## src/rtl/phase_period_filter.sv

```systemverilog
// phase_period_filter
// Post-processing for the phase detector's period measurement: keeps a moving
// average over the last 2^AVG_LOG2 nonzero periods, converts the average into
// a scaled frequency with a 48-step restoring divider, and flags timeouts.
// Optional feature macro: PHASE_LOCK_EN builds the frequency-lock comparator;
// without it `locked` is tied low and LOCK_TOL/LOCK_CNT have no effect.
module phase_period_filter #(
  parameter longint unsigned CLK_HZ     = 40_000_000,
  parameter longint unsigned FREQ_SCALE = 100,
  parameter int unsigned     AVG_LOG2   = 3,
  parameter int unsigned     LOCK_TOL   = 4000,
  parameter int unsigned     LOCK_CNT   = 4
) (
  input  logic        clk,
  input  logic        rst_n,
  input  logic        period_valid,
  input  logic [31:0] period_in,
  output logic [31:0] avg_period,
  output logic [31:0] freq_out,
  output logic        out_valid,
  output logic        locked,
  output logic        timeout
);

  localparam int DEPTH  = 1 << AVG_LOG2;
  localparam int PTR_W  = (AVG_LOG2 > 0) ? int'(AVG_LOG2) : 1;
  localparam int SUM_W  = 32 + int'(AVG_LOG2);
  localparam int FILL_W = int'(AVG_LOG2) + 1;

  localparam logic [FILL_W-1:0] FILL_FULL = FILL_W'(DEPTH);
  localparam logic [PTR_W-1:0]  PTR_LAST  = PTR_W'(DEPTH - 1);
  localparam logic [47:0]       NUMER     = 48'(CLK_HZ * FREQ_SCALE);

  localparam logic [1:0] S_IDLE = 2'd0;
  localparam logic [1:0] S_LOAD = 2'd1;
  localparam logic [1:0] S_DIV  = 2'd2;
  localparam logic [1:0] S_DONE = 2'd3;

  // Reject configurations the datapath widths cannot represent.
  if (AVG_LOG2 > 6 || LOCK_CNT == 0 || LOCK_CNT > 255 || LOCK_TOL > 32'h7FFF_FFFF) begin : g_bad_cfg
    $error("phase_period_filter: unsupported AVG_LOG2, LOCK_CNT or LOCK_TOL");
  end

  logic [31:0]       samples_q [DEPTH];
  logic [SUM_W-1:0]  sum_q;
  logic [FILL_W-1:0] fill_q;
  logic [PTR_W-1:0]  ptr_q;

  logic        sample_nz;
  logic        sample_zero;
  logic        buf_full;
  logic        fills_now;
  logic [31:0] oldest;
  logic [31:0] avg_now;

  logic [1:0]  state_q;
  logic        pending_q;
  logic [31:0] rem_q;
  logic [31:0] div_q;
  logic [47:0] quo_q;
  logic [5:0]  iter_q;

  logic [32:0] rem_shift;
  logic        rem_ge;
  logic [31:0] rem_next;

  // Sample classification, buffer bookkeeping and one restoring-division step.
  // Entries beyond the fill count are stale after a flush, so they subtract as 0.
  always_comb begin
    sample_nz   = period_valid && (period_in != 32'd0);
    sample_zero = period_valid && (period_in == 32'd0);
    buf_full    = (fill_q == FILL_FULL);
    fills_now   = buf_full || (fill_q == FILL_FULL - FILL_W'(1));
    oldest      = buf_full ? samples_q[ptr_q] : 32'd0;
    avg_now     = sum_q[AVG_LOG2 +: 32];
    rem_shift   = {rem_q, quo_q[47]};
    rem_ge      = (rem_shift >= {1'b0, div_q});
    rem_next    = rem_ge ? 32'(rem_shift - {1'b0, div_q}) : rem_shift[31:0];
  end

  // Circular sample buffer, running sum and timeout flag; updates in any FSM state.
  always_ff @(posedge clk or negedge rst_n) begin
    if (!rst_n) begin
      for (int i = 0; i < DEPTH; i++) samples_q[i] <= '0;
      sum_q   <= '0;
      fill_q  <= '0;
      ptr_q   <= '0;
      timeout <= 1'b0;
    end else if (sample_zero) begin
      sum_q   <= '0;
      fill_q  <= '0;
      ptr_q   <= '0;
      timeout <= 1'b1;
    end else if (sample_nz) begin
      samples_q[ptr_q] <= period_in;
      sum_q   <= sum_q - SUM_W'(oldest) + SUM_W'(period_in);
      fill_q  <= buf_full ? fill_q : fill_q + FILL_W'(1);
      ptr_q   <= (ptr_q == PTR_LAST) ? '0 : ptr_q + PTR_W'(1);
      timeout <= 1'b0;
    end
  end

  // Averaging/divide sequencer: LOAD latches the average, DIV runs 48 steps,
  // DONE publishes the saturated quotient; samples mid-divide queue one rerun.
  always_ff @(posedge clk or negedge rst_n) begin
    if (!rst_n) begin
      state_q    <= S_IDLE;
      pending_q  <= 1'b0;
      avg_period <= '0;
      freq_out   <= '0;
      out_valid  <= 1'b0;
      rem_q      <= '0;
      div_q      <= '0;
      quo_q      <= '0;
      iter_q     <= '0;
    end else begin
      out_valid <= 1'b0;
      if (sample_zero) begin
        state_q   <= S_IDLE;
        pending_q <= 1'b0;
        freq_out  <= '0;
        out_valid <= 1'b1;
        iter_q    <= '0;
      end else begin
        case (state_q)
          S_IDLE: begin
            if (sample_nz && fills_now) state_q <= S_LOAD;
          end
          S_LOAD: begin
            avg_period <= avg_now;
            div_q      <= avg_now;
            rem_q      <= '0;
            iter_q     <= '0;
            if (sample_nz) pending_q <= 1'b1;
            if (avg_now == 32'd0) begin
              quo_q   <= '1;
              state_q <= S_DONE;
            end else begin
              quo_q   <= NUMER;
              state_q <= S_DIV;
            end
          end
          S_DIV: begin
            rem_q  <= rem_next;
            quo_q  <= {quo_q[46:0], rem_ge};
            iter_q <= iter_q + 6'd1;
            if (sample_nz) pending_q <= 1'b1;
            if (iter_q == 6'd47) state_q <= S_DONE;
          end
          S_DONE: begin
            freq_out  <= (|quo_q[47:32]) ? 32'hFFFF_FFFF : quo_q[31:0];
            out_valid <= 1'b1;
            pending_q <= 1'b0;
            state_q   <= (pending_q || sample_nz) ? S_LOAD : S_IDLE;
          end
          default: state_q <= S_IDLE;
        endcase
      end
    end
  end

`ifdef PHASE_LOCK_EN
  localparam logic [7:0] LOCK_MAX = 8'(LOCK_CNT);

  logic [7:0]  lock_cnt_q;
  logic [31:0] lock_diff;
  logic        lock_in_tol;

  // Distance of the new sample from the currently published average.
  always_comb begin
    lock_diff   = (period_in >= avg_period) ? (period_in - avg_period) : (avg_period - period_in);
    lock_in_tol = (lock_diff <= 32'(LOCK_TOL));
  end

  // Consecutive in-tolerance counter; any outlier or timeout drops lock at once.
  always_ff @(posedge clk or negedge rst_n) begin
    if (!rst_n) begin
      lock_cnt_q <= '0;
      locked     <= 1'b0;
    end else if (sample_zero) begin
      lock_cnt_q <= '0;
      locked     <= 1'b0;
    end else if (sample_nz && buf_full) begin
      if (lock_in_tol) begin
        if (lock_cnt_q < LOCK_MAX) lock_cnt_q <= lock_cnt_q + 8'd1;
        if (lock_cnt_q >= LOCK_MAX - 8'd1) locked <= 1'b1;
      end else begin
        lock_cnt_q <= '0;
        locked     <= 1'b0;
      end
    end
  end
`else
  assign locked = 1'b0;
`endif

endmodule

```

## config.mk

```make
export PLATFORM = sky130hd
export DESIGN_NAME = phase_period_filter
export DESIGN_NICKNAME = d
export VERILOG_FILES = /design/src/rtl/phase_period_filter.sv
export SDC_FILE = /design/constraint.sdc
export NUM_CORES = 1
export LEC_CHECK = 0
export CORE_UTILIZATION = 50
export DETAILED_ROUTE_END_ITERATION = 10
export PLACE_DENSITY = 0.68
export SYNTH_ARGS = -nofsm -noshare
export SYNTH_HDL_FRONTEND = slang
export SYNTH_SLANG_ARGS = --single-unit
```

## constraint.sdc

```tcl
create_clock -name clk -period 9.4 [get_ports clk]
set_clock_uncertainty 0.1 [all_clocks]
set_input_delay 1.88 -clock clk [delete_from_list [all_inputs] [get_ports clk]]
set_output_delay 1.88 -clock clk [all_outputs]
set_load 0.01 [all_outputs]
```

==> flow_metrics.py <==
metrics = {
    "clocking": {
        "cts_buffer_depth": 3,
        "clock-sinks": 453,
        "clk_pin_slew_ps": 60,
        "clock_latency_ps": 590,
        "cts_tree": "built",
        "cts-root-buf": "clkbuf_16",
        "cts_made_buffers": 49,
        "cts_setup_buffers": 0,
        "hold_buffers": 0,
        "htreeDepth": 2,
        "cts_resized": 0,
    },
    "sta": {
        "worst_pin_slew_ps": 1170,
        "finalHoldViolCount": 0,
        "setup_slack_ps": 3840,
        "fin_setup_tns_ps": 0,
        "slew_headroom_pct": 22.0,
        "period_share_pct": 59.2,
        "finalSetupViolCount": 0,
        "fin_crit_ps": 5560,
        "slew_violations": 0,
        "max_freq_mhz": 180,
        "rsz0062_at_grt": "no",
    },
    "worst_setup_path": {
        "startpoint_type": "register",
        "r2r-start": "ptr_q[1]",
        "rrSetupSlack_ps": 3840,
        "r2r-end": "sum_q[33]",
        "required_ps": 9820,
        "r2r.worst_path.cells": 18,
        "critPathCaptureType": "register",
        "critPathKind": "reg -> reg",
        "cp_max_fo": 25,
        "cp_data_arrival_time_ps": 5980,
    },
    "synth": {
        "synth_edf_count": 0,
        "yosys.area_share.adder_pct": 6.75,
        "synth_mux_area_share_pct": 14.2,
        "synth_most_common_cell": "dfrtp_1",
        "synth-seq-area-share_pct": 46.8,
        "synth-xor-area-share_pct": 2.21,
        "yosysTopAreaCellShare_pct": 46.8,
        "ys_warn_count": 0,
        "synth_simple_gate_area_share_pct": 7.01,
        "ys.flop_type": "dfrtp_1",
        "synth_area_leaders": "dfrtp_1 47%, mux2_1 8.5%, ha_1 4.0%",
        "avgSynthCellArea_um2": 10.8,
        "ys_top_cells_by_count": "453 x dfrtp_1, 202 x inv_1, 183 x mux2_1",
        "synth_top_family_by_area": "compound AO/OA/AOI/OAI gates",
        "synth-compound-area-share_pct": 16.3,
        "syn-num-nets": 2384,
        "ys_ff_latch": 453,
        "yosysTopAreaCell": "dfrtp_1",
        "syn_area_um2": 24200,
        "ys_async_sr_fraction_pct": 100,
        "yosysUniqueCellTypes": 76,
        "postSynthCellCount": 2238,
    },
    "placed_design": {
        "portBuffers": 100,
        "place_area_um2": 25400,
        "gp_congestion": 0.897,
        "placed_cells": 2817,
        "place_ws_ps": 3470,
        "hpwl_um": 40300,
    },
    "drt": {
        "first_pass_iters": 5,
        "vias_per_cell": 6.00,
        "highest_layer": "met4",
        "dr_wl_met3_um": 2840,
        "drt-initial-drc-count": 1248,
        "route.vias.total": 17500,
        "routedWlPerCell_um": 21.4,
        "wl_um": 62300,
        "drcViolationCount": 0,
        "met1_length_um": 28300,
        "wl_met2_um": 29700,
        "ant_nets": 0,
    },
    "floorplan": {
        "row_count": 80,
        "core_area_um2": 47700,
        "die_w_um": 222,
        "die_h_um": 222,
        "io_pins": 102,
        "start_util_pct": 50.7,
        "die-area_um2": 49300,
    },
    "cells_and_area": {
        "nets": 2399,
        "design_area_um2": 27100,
        "instances_no_fill": 2908,
        "final_layout_size_suffix_gt1_share_pct": 9.73,
        "syn_to_final_growth_pct": 11.9,
    },
    "global_route": {
        "grt_overflow": 0,
        "grt_max_degree": 181,
        "track_usage_pct": 25.7,
        "grt_pass1_vias": 17500,
        "antenna_found_initial": 1,
        "grt_pass1_wl_um": 101000,
    },
    "outcome": {
        "status": "finished clean",
    },
    "power": {
        "p_leak_uw": 0.0122,
        "total_power_uw": 10100,
        "power.density_nw_per_um2": 373,
        "ir_drop_v": 0.000304,
    },
    "min_path": {
        "hold_class": "reg -> reg",
        "whs_path_depth": 1,
        "min_to": "timeout",
        "hp-start": "timeout",
    },
    "job": {
        "max_cap_violations": 0,
    },
}
[per-layer routing]
metal  vias up  GRT usage [%]
met5         -              0
met4         0           7.75
met3       105           3.03
met2       452           41.8
met1      8915           36.1
li1       7990              -
[flip-flops by register name (all words and copies together) (netlist names)]
| register | cells |
|---|---|
| timeout | 1 |
| ptr_q | 3 |
| rem_q | 32 |
| sum_q | 35 |
| pending_q | 1 |
| state_q | 2 |
| samples_q | 256 |
| out_valid | 1 |
| div_q | 32 |
| freq_out | 32 |
| fill_q | 4 |
| iter_q | 6 |
| quo_q | 48 |
[through the flow]
step	hold slack (ps)	util [%]
after global placement	367	53.3
after floorplan	356	-
after detailed placement	368	53.3
after global routing	394	56.8
after CTS	382	56.8
final	381	56.8
[layout by cell type (no fill, tap or decap), drive strengths merged, types with 63 or more instances in the layout]
cell type      synthesis  routed
dfrtp                453     453
mux2                 261     261
inv                  202     205
nand2                146     146
o21ai                136     136
clkdlybuf4s50          0      99
a21oi                 96      96
ha                    78      78
nor2                  74      74
clkbuf               106      72
a22oi                 68      68
o22ai                 63      63
[area by class of cell]
class | count | area, um^2
Antenna cell | 1 | 2.50
Clock buffer | 72 | 1440
Clock inverter | 18 | 240
Fill cell | 4012 | 20600
Inverter | 203 | 762
Multi-Input combinational cell | 1414 | 11300
Sequential cell | 453 | 11300
Tap cell | 615 | 769
Timing Repair Buffer | 132 | 1260
[cell families after synthesis]
group	after synthesis
compound gates	595
xor+xnor	61
fa+ha+maj	111
buf+inv	371
flops	453
mux	288
other cells	1
simple gates	358
[worst max-delay path by stage]
| stage | start | end | slack [ps] | cells after the start |
|---|---|---|---|---|
| after floorplan | period_in[11] | sum_q[33] | 4390 | 15 |
| after detailed placement | period_in[13] | sum_q[32] | 3470 | 14 |
| after global placement | period_in[13] | sum_q[32] | 3490 | 14 |
| final | ptr_q[1] | sum_q[33] | 3840 | 18 |
| after CTS | ptr_q[1] | sum_q[32] | 3870 | 18 |
| after global routing | ptr_q[1] | sum_q[32] | 3470 | 18 |
[critical path, cell delays in order, from the launching register on]
cell       delay, ps
dfrtp_1          490
inv_1            150
nor3_2           800
buf_4            550
a22o_1           220
a221oi_1          50
a31oi_1          330
fa_1             470
inv_1             70
ha_1             280
o21a_1           140
o2111ai_1        140
a211oi_1         340
nand2b_1         150
a31oi_1          130
o31ai_4          300
a31oi_1          170
or4_1            500
nand3_1          100
[power by group]
part           switching, uW  leakage [uW]  internal (uW)
clock network            801      0.000834           1200
registers                538       0.00552           2800
logic                   2680       0.00582           2080
total                   4020        0.0122           6080
(Power assumes the default switching activity.)
